===== config.mk =====
export PLATFORM = sky130hd
export DESIGN_NAME = vga_timing_gen_flat
export DESIGN_NICKNAME = d
export VERILOG_FILES = /design/src/rtl/vga_pkg.sv /design/src/rtl/vga_timing_gen_if.sv /design/src/rtl/vga_axis_counter.sv /design/src/rtl/vga_timing_gen.sv /design/src/flat_wrapper.sv
export SDC_FILE = /design/constraint.sdc
export NUM_CORES = 1
export LEC_CHECK = 0
export CAP_MARGIN = 20
export CORE_AREA = 10 10 67 69
export DETAILED_ROUTE_END_ITERATION = 7
export DIE_AREA = 0 0 77 79
export PLACE_DENSITY = 0.69
export REMOVE_ABC_BUFFERS = 1
export SLEW_MARGIN = 25
export SYNTH_ARGS = -nofsm -noshare
export SYNTH_HDL_FRONTEND = slang
export SYNTH_HIERARCHICAL = 1
export SYNTH_SLANG_ARGS = --single-unit

===== constraint.sdc =====
create_clock -name i_clk -period 2.5 [get_ports i_clk]
set_input_delay 0.5 -clock i_clk [delete_from_list [all_inputs] [get_ports i_clk]]
set_output_delay 0.5 -clock i_clk [all_outputs]
set_load 0.02 [all_outputs]

===== src/rtl/vga_pkg.sv =====
// Timing constants and coordinate types for the 800x600@60 raster generator.
package vga_pkg;

    localparam int unsigned H_VISIBLE = 800;
    localparam int unsigned H_FRONT   = 40;
    localparam int unsigned H_SYNC    = 128;
    localparam int unsigned H_BACK    = 88;
    localparam int unsigned V_VISIBLE = 600;
    localparam int unsigned V_FRONT   = 1;
    localparam int unsigned V_SYNC    = 4;
    localparam int unsigned V_BACK    = 23;
    localparam bit          H_SYNC_POL = 1'b1;
    localparam bit          V_SYNC_POL = 1'b1;

    localparam int unsigned H_TOTAL = H_VISIBLE + H_FRONT + H_SYNC + H_BACK;
    localparam int unsigned V_TOTAL = V_VISIBLE + V_FRONT + V_SYNC + V_BACK;

    typedef logic [10:0] h_coord_t;
    typedef logic [9:0]  v_coord_t;

endpackage


===== src/rtl/vga_timing_gen_if.sv =====
// Pixel-advance input and raster outputs of the timing generator.
interface vga_timing_gen_if;
    import vga_pkg::*;

    logic     i_pix_en;
    h_coord_t o_h_coord;
    v_coord_t o_v_coord;
    logic     o_disp_enbl;
    logic     o_hsync;
    logic     o_vsync;
    logic     o_frame_start;
    logic     o_line_start;
    logic     o_vblank_start;

    modport master (
        input  i_pix_en,
        output o_h_coord, o_v_coord, o_disp_enbl, o_hsync, o_vsync,
               o_frame_start, o_line_start, o_vblank_start
    );

    modport slave (
        output i_pix_en,
        input  o_h_coord, o_v_coord, o_disp_enbl, o_hsync, o_vsync,
               o_frame_start, o_line_start, o_vblank_start
    );

endinterface


===== src/rtl/vga_axis_counter.sv =====
// Modulo counter with enable; resets to MODULUS-1 so the first enable lands on 0.
module vga_axis_counter #(
    parameter int unsigned WIDTH   = 11,
    parameter int unsigned MODULUS = 1056
) (
    input  logic             clk,
    input  logic             rst_n,
    input  logic             en,
    output logic [WIDTH-1:0] count,
    output logic [WIDTH-1:0] count_nxt,
    output logic             wrap
);

    localparam logic [WIDTH-1:0] LAST = WIDTH'(MODULUS - 1);

    // wrap is qualified by en so it marks the exact edge on which 0 is loaded
    assign wrap = en && (count == LAST);

    always_comb begin
        count_nxt = count;
        if (en) begin
            count_nxt = (count == LAST) ? '0 : count + WIDTH'(1);
        end
    end

    always_ff @(posedge clk or negedge rst_n) begin
        if (!rst_n) begin
            count <= LAST;
        end else begin
            count <= count_nxt;
        end
    end

endmodule


===== src/rtl/vga_timing_gen.sv =====
// Raster timing generator: h/v counters plus registered sync, display-enable and strobes.
module vga_timing_gen #(
    parameter int unsigned H_VISIBLE  = vga_pkg::H_VISIBLE,
    parameter int unsigned H_FRONT    = vga_pkg::H_FRONT,
    parameter int unsigned H_SYNC     = vga_pkg::H_SYNC,
    parameter int unsigned H_BACK     = vga_pkg::H_BACK,
    parameter int unsigned V_VISIBLE  = vga_pkg::V_VISIBLE,
    parameter int unsigned V_FRONT    = vga_pkg::V_FRONT,
    parameter int unsigned V_SYNC     = vga_pkg::V_SYNC,
    parameter int unsigned V_BACK     = vga_pkg::V_BACK,
    parameter bit          H_SYNC_POL = vga_pkg::H_SYNC_POL,
    parameter bit          V_SYNC_POL = vga_pkg::V_SYNC_POL
) (
    input logic               i_clk,
    input logic               i_rst_n,
    vga_timing_gen_if.master  bus
);
    import vga_pkg::*;

    localparam int unsigned H_TOTAL = H_VISIBLE + H_FRONT + H_SYNC + H_BACK;
    localparam int unsigned V_TOTAL = V_VISIBLE + V_FRONT + V_SYNC + V_BACK;

    generate
        if (H_TOTAL > 2048 || V_TOTAL > 1024) begin : g_range_err
            $error("vga_timing_gen: H_TOTAL=%0d or V_TOTAL=%0d exceeds counter range",
                   H_TOTAL, V_TOTAL);
        end
    endgenerate

    localparam h_coord_t H_ACT_END = h_coord_t'(H_VISIBLE);
    localparam h_coord_t HS_BEG    = h_coord_t'(H_VISIBLE + H_FRONT);
    localparam h_coord_t HS_END    = h_coord_t'(H_VISIBLE + H_FRONT + H_SYNC);
    localparam v_coord_t V_ACT_END = v_coord_t'(V_VISIBLE);
    localparam v_coord_t VS_BEG    = v_coord_t'(V_VISIBLE + V_FRONT);
    localparam v_coord_t VS_END    = v_coord_t'(V_VISIBLE + V_FRONT + V_SYNC);

    logic     pix_en;
    h_coord_t h_q, h_nxt;
    v_coord_t v_q, v_nxt;
    logic     h_wrap, v_wrap;

    assign pix_en = bus.i_pix_en;

    vga_axis_counter #(
        .WIDTH   ($bits(h_coord_t)),
        .MODULUS (H_TOTAL)
    ) u_h_cnt (
        .clk       (i_clk),
        .rst_n     (i_rst_n),
        .en        (pix_en),
        .count     (h_q),
        .count_nxt (h_nxt),
        .wrap      (h_wrap)
    );

    vga_axis_counter #(
        .WIDTH   ($bits(v_coord_t)),
        .MODULUS (V_TOTAL)
    ) u_v_cnt (
        .clk       (i_clk),
        .rst_n     (i_rst_n),
        .en        (pix_en && h_wrap),
        .count     (v_q),
        .count_nxt (v_nxt),
        .wrap      (v_wrap)
    );

    // Decode from the next-state counters so flags line up with the registered coordinates
    logic disp_nxt, hsync_nxt, vsync_nxt;

    always_comb begin
        disp_nxt  = (h_nxt < H_ACT_END) && (v_nxt < V_ACT_END);
        hsync_nxt = ((h_nxt >= HS_BEG) && (h_nxt < HS_END)) ? H_SYNC_POL : !H_SYNC_POL;
        vsync_nxt = ((v_nxt >= VS_BEG) && (v_nxt < VS_END)) ? V_SYNC_POL : !V_SYNC_POL;
    end

    logic disp_q, hsync_q, vsync_q;
    logic frame_q, line_q, vblank_q;

    always_ff @(posedge i_clk or negedge i_rst_n) begin
        if (!i_rst_n) begin
            disp_q   <= 1'b0;
            hsync_q  <= !H_SYNC_POL;
            vsync_q  <= !V_SYNC_POL;
            frame_q  <= 1'b0;
            line_q   <= 1'b0;
            vblank_q <= 1'b0;
        end else begin
            frame_q  <= h_wrap && v_wrap;
            line_q   <= h_wrap;
            vblank_q <= h_wrap && (v_nxt == V_ACT_END);
            if (pix_en) begin
                disp_q  <= disp_nxt;
                hsync_q <= hsync_nxt;
                vsync_q <= vsync_nxt;
            end
        end
    end

    assign bus.o_h_coord      = h_q;
    assign bus.o_v_coord      = v_q;
    assign bus.o_disp_enbl    = disp_q;
    assign bus.o_hsync        = hsync_q;
    assign bus.o_vsync        = vsync_q;
    assign bus.o_frame_start  = frame_q;
    assign bus.o_line_start   = line_q;
    assign bus.o_vblank_start = vblank_q;

endmodule


===== src/flat_wrapper.sv =====
// flat-port wrapper written by rule: the top's interface ports become plain ports
module vga_timing_gen_flat import vga_pkg::*;
#(
    parameter int unsigned H_VISIBLE  = vga_pkg::H_VISIBLE,
    parameter int unsigned H_FRONT    = vga_pkg::H_FRONT,
    parameter int unsigned H_SYNC     = vga_pkg::H_SYNC,
    parameter int unsigned H_BACK     = vga_pkg::H_BACK,
    parameter int unsigned V_VISIBLE  = vga_pkg::V_VISIBLE,
    parameter int unsigned V_FRONT    = vga_pkg::V_FRONT,
    parameter int unsigned V_SYNC     = vga_pkg::V_SYNC,
    parameter int unsigned V_BACK     = vga_pkg::V_BACK,
    parameter bit          H_SYNC_POL = vga_pkg::H_SYNC_POL,
    parameter bit          V_SYNC_POL = vga_pkg::V_SYNC_POL
)
  (i_clk, i_rst_n, bus_i_pix_en, bus_o_h_coord, bus_o_v_coord, bus_o_disp_enbl, bus_o_hsync, bus_o_vsync, bus_o_frame_start, bus_o_line_start, bus_o_vblank_start);
  vga_timing_gen_if bus_i ();
  input logic i_clk;
  input logic i_rst_n;
  input wire logic [$bits(bus_i.i_pix_en)-1:0] bus_i_pix_en;
  output wire logic [$bits(bus_i.o_h_coord)-1:0] bus_o_h_coord;
  output wire logic [$bits(bus_i.o_v_coord)-1:0] bus_o_v_coord;
  output wire logic [$bits(bus_i.o_disp_enbl)-1:0] bus_o_disp_enbl;
  output wire logic [$bits(bus_i.o_hsync)-1:0] bus_o_hsync;
  output wire logic [$bits(bus_i.o_vsync)-1:0] bus_o_vsync;
  output wire logic [$bits(bus_i.o_frame_start)-1:0] bus_o_frame_start;
  output wire logic [$bits(bus_i.o_line_start)-1:0] bus_o_line_start;
  output wire logic [$bits(bus_i.o_vblank_start)-1:0] bus_o_vblank_start;
  assign bus_i.i_pix_en = bus_i_pix_en;
  assign bus_o_h_coord = bus_i.o_h_coord;
  assign bus_o_v_coord = bus_i.o_v_coord;
  assign bus_o_disp_enbl = bus_i.o_disp_enbl;
  assign bus_o_hsync = bus_i.o_hsync;
  assign bus_o_vsync = bus_i.o_vsync;
  assign bus_o_frame_start = bus_i.o_frame_start;
  assign bus_o_line_start = bus_i.o_line_start;
  assign bus_o_vblank_start = bus_i.o_vblank_start;
  vga_timing_gen #(.H_VISIBLE(H_VISIBLE), .H_FRONT(H_FRONT), .H_SYNC(H_SYNC), .H_BACK(H_BACK), .V_VISIBLE(V_VISIBLE), .V_FRONT(V_FRONT), .V_SYNC(V_SYNC), .V_BACK(V_BACK), .H_SYNC_POL(H_SYNC_POL), .V_SYNC_POL(V_SYNC_POL)) u_core (.i_clk(i_clk), .i_rst_n(i_rst_n), .bus(bus_i));
endmodule

Word-level counts from Yosys, hierarchy flattened:

Cells that the tools add are included.
Widths: inputs -> output; s select.

* output and inout bits: 27
* flip-flop bits (word level): 27
* word-level logic and storage cells: 33
* bits of input ports: 3

* magnitude comparators: 6
* reduce and logical (&&, ||, !) cells: 8
* $add $sub $neg: 2
* muxes and demuxes: 6
* eq/ne operators: 3

Operators with widths (number)
* $lt 11x10->1 const B: 2
* $mux 11: 2
* $eq 10x10->1 const B: 2
* $lt 10x10->1 const B: 2
* $mux 10: 2
* $add 11x1->11 const B: 1
* $eq 11x11->1 const B: 1
* $ge 11x10->1 const B: 1
* $add 10x1->10 const B: 1
* $ge 10x10->1 const B: 1
* $logic_and 1x1->1: 8
* $mux 1: 2

Logic depth before layout (Yosys ltp):

* depth in word-level cells: 7
* mapped depth: 11
* gate-level depth less buffers: 11

Cells and area by module:

Netlist, hierarchy kept.

By module, submodules not included
* vga_axis_counter (u_core.u_h_cnt): cells each 51, area each 565.5 sq um, times used 1, seq. area each 282.8 sq um
* vga_axis_counter (u_core.u_v_cnt): cells each 49, area each 503.0 sq um, times used 1, seq. area each 257.7 sq um
* vga_timing_gen: cells each 28, area each 306.5 sq um, times used 1, seq. area each 150.1 sq um

Worst setup path before layout:

No wires, ideal clock.

* path type: register to register
* from: register u_core.u_h_cnt.count[0]
* to: register u_core.disp_q (netlist: u_core/bus.o_disp_enbl)
* period minus slack after synthesis: 2.834 ns
* stages on the path, launching flop included: 12
* slack: -0.334 ns
* setup time: 0.104 ns
* buffers on the path: 0
* data arrival time: 2.730 ns
* required time: 2.396 ns
* path through: dfstp_2 > ha_1 > nand4_1 > nor2_1 > and2_1 > and3_1 > nand3_1 > nor3b_1 > a311o_1 > and4b_1 > and3_4 > o41ai_2

* word-level cells in the longest chain between the ends: 6
* elaborated cells between the ends (all ways): 10
* those cells by class: add/sub: 1; order compare: 2; eq/ne: 1; mux: 3; reduce/logical: 3

Ends and longest elaborated chain
* from (decl): RTL line vga_axis_counter.sv:9 `output logic [WIDTH-1:0] count,`
* from (signal assigned): RTL line vga_axis_counter.sv:30 `count <= count_nxt;`
* $eq 11x11->1: RTL line vga_axis_counter.sv:17 `assign wrap = en && (count == LAST);`
* $logic_and 1x1->1: RTL line vga_axis_counter.sv:17
* via u_core.h_wrap: RTL line vga_timing_gen.sv:40 `logic h_wrap, v_wrap;`
* $logic_and 1x1->1: RTL line vga_timing_gen.sv:62 `.en (pix_en && h_wrap),`
* $mux 10: RTL line vga_axis_counter.sv:21 `if (en) begin`
* via u_core.v_nxt[5]: RTL line vga_timing_gen.sv:39 `v_coord_t v_q, v_nxt;`
* $lt 10x10->1: RTL line vga_timing_gen.sv:72 `disp_nxt = (h_nxt < H_ACT_END) && (v_nxt < V_ACT_END);`
* $logic_and 1x1->1: RTL line vga_timing_gen.sv:72
* to (signal assigned): RTL line vga_timing_gen.sv:93 `disp_q <= disp_nxt;`
* to (decl): RTL line vga_timing_gen.sv:77 `logic disp_q, hsync_q, vsync_q;`

The timed path passes the listed nets, and every way through them passes these cells.
A chain may end at the register's enable or synchronous reset.

Worst setup path in the final report:

* from: register u_core.u_h_cnt.count[10]
* to: register u_core.disp_q (netlist: u_core/bus.o_disp_enbl)

The elaborated chain is that of the path after synthesis.

==> metrics <==
total number of vias 1243; FFs w/ async S/R, synth 1.000; clock skew 0.002247 ns; diode count 0; final std cells w/o fill 244; drt total wl 3527 um; final setup violation count 3; Seq/Total Area, Yosys 0.5023; initial core utilization 0.4255; Core Box Area 3232 sq um; largest net degree at the start of global routing 28; Setup WS pre-CTS -0.4385 ns; most area-consuming cells after synthesis dfrtp_1 27%, dfstp_2 23%, xnor2_1 5.7%; CTS tree yes; CTS root buf clkbuf_4; Max Cap Viol 0; Tot Pwr 1.119 mW; Top-Level Pins 30; Hold Path Depth 2; clock sinks 27; Post-synth EDFFs 0; Wirelength per Cell 14.45 um; max_slew headroom 0.7712; Power Density 533.1 nW/um^2; main combinational cell family by area after synthesis simple AND/OR/NAND/NOR gates; Worst Path Max Fanout 3; post-synthesis mux area share 0.03276; top-area cell type share of the netlist area 0.2730; num rows 21; Worst-Margin Slew 0.3432 ns; CTS clk-pin slew, worst paths 0.14 ns; RSZ-0062 raised after global routing yes; Synth Area in XOR/XNOR 0.09554; clk_lat worst skew 0.32 ns; simple-gate area share of the yosys netlist 0.2539; Leakage 0.9409 nW; final RePlAce weighted congestion 0.9321; placed inst area 1956 sq um; crit path DAT 2.82 ns; register area 690.7 sq um; crit path time final 2.587 ns; Die Y 79 um; Critical Path Max Stage Delay 0.56 ns; antenna violation net count after detailed routing 0; final routed DRC violation total 0; VDD IR max 0.0005414 V; minimum hold slack 0.5047 ns; adder-cell share of the synthesized area 0.01820; Final nets 204; Synth Area in Compound Gates 0.08644; Critical R2R Capture u_core/bus.o_disp_enbl; fraction of layout cells with a size suffix above 1 0.3636; CP dominant cell by count and3_4; Fillers 266; critical path startpoint category register; reg2reg path depth 11; Port Buf Inserts 29; Detailed Place HPWL 2609 um; cts bufs inserted 3; CP endpoint u_core/bus.o_disp_enbl; DR pass1 iterations 5; initial antenna violation count 0; Seq cells post-synth 27; period utilization 1.035; synthesized area 1375 sq um; Avg Cell Area, Syn 10.74 sq um; Crit Path Category register to register; endpoints failing hold 0; area occupied by multi-input gates 737.0 sq um; first-pass GRT wire length 6030 um; Yosys warning total 6; status finished with violations; f_max 0.3866 GHz; die area 6083 sq um; Crit-path slowest cell dfstp_2; Post-synth top flop dfrtp_1; Area Growth Syn to Fin 52.59%; Bufs on Longest Clock Path 2; R2R setup slack -0.09 ns; Mapped Cells 128; failing checks setup timing; Max Slew Vio Count 0; worst path required time 2.73 ns; placed instance count 234; Netlist cell types 41; total negative setup slack -0.2199 ns; Synth area leader dfrtp_1; most frequent cells in the layout 36 x buf_4, 29 x clkdlybuf4s50_1, 15 x dfrtp_1; worst flop-to-flop path startpoint u_core/u_h_cnt/count[10]; crit path setup slack, layout -0.08653 ns; Vias/cell 5.094; worst path cell trace nor2b_4 > nand4b_1 > nor2_2 > and2_4 > and3_4 > nand3_4 > nor3b_2 > a311o_1 > and4b_1 > and3_4 > o41ai_2; most common cell after layout, fill and taps aside buf_4; Die Span X 77 um; number of global-route vias before repair 1311; total congestion overflow 0; HP Class register to register; drt first-iter violations 97; Util after Layout 0.6492; H-Tree Depth 1; CP Launch Point u_core/u_h_cnt/count[10]; Design Area, Final 2098 sq um; gr usage total 0.1157; CP Capture Type register
==> state kept, by name, indices dropped and copies added, names as in the netlist <==
signal / flops
u_core/bus.o_vsync: 1
u_core/u_v_cnt/count: 10
u_core/u_h_cnt/count: 11
u_core/bus.o_vblank_start: 1
u_core/bus.o_frame_start: 1
u_core/bus.o_line_start: 1
u_core/bus.o_disp_enbl: 1
u_core/bus.o_hsync: 1
==> layer usage <==
layer,global-route usage,up-vias,wire length (um)
met5,0,-,0
met4,0.03467,0,4
met3,0.04505,2,289
met2,0.1939,33,1734
met1,0.1345,611,1498
li1,-,597,-
==> power by group <==
part / switching [mW] / total, mW / internal, mW / leakage, nW
registers: 0.0263 / 0.528 / 0.501 / 0.331
logic: 0.208 / 0.404 / 0.196 / 0.595
clock network: 0.125 / 0.187 / 0.0624 / 0.0150
==> kinds of logic after synthesis <==
group	Yosys count
fa+ha+maj	2
compound gates	15
mux	4
flops	27
xor+xnor	15
simple gates	61
buf+inv	4
==> synthesized netlist by cell type, drive strengths merged (3+ instances only) <==
library cell	n
dfrtp	15
nor2b	4
and3	4
dfstp	12
nand4	3
and4b	3
nand3	6
inv	4
xnor2	9
nor2	16
nand2	13
mux2i	3
xor2	6
and4	3
==> cell type report <==
class                           instances  area share
Multi-Input combinational cell         97      0.3512
Timing Repair Buffer                   66      0.2725
Tap cell                               46     0.02743
Clock buffer                            4     0.01252
Sequential cell                        27      0.3292
Inverter                                4    0.007156
==> critical path: cells and delay by family, from the launching register on <==
| family | cells | cell delay, ns |
|---|---|---|
| AO/OA/AOI/OAI | 2 | 0.46 |
| flip-flops | 1 | 0.56 |
| AND/OR/NAND/NOR | 9 | 1.47 |
==> how the worst min path moves through the flow <==
stage / startpoint / to / slack [ns]
after detailed placement: u_core/bus.o_hsync / u_core/bus.o_hsync / 0.48
after CTS: u_core/bus.o_hsync / u_core/bus.o_hsync / 0.52
after global placement: u_core/bus.o_hsync / u_core/bus.o_hsync / 0.48
after floorplan: i_rst_n / u_core/bus.o_disp_enbl / 0.20
final: u_core/bus.o_hsync / u_core/bus.o_hsync / 0.50
after global routing: i_rst_n / u_core/u_h_cnt/count[7] / 0.54
==> repair_timing <==
item,4_1_cts,5_1_grt
pin swaps,7,7
hold buffers,0,0
setup buffers,3,3
gates resized for setup,11,5
setup endpoints to repair,3,3
(Power assumes the default switching activity.)
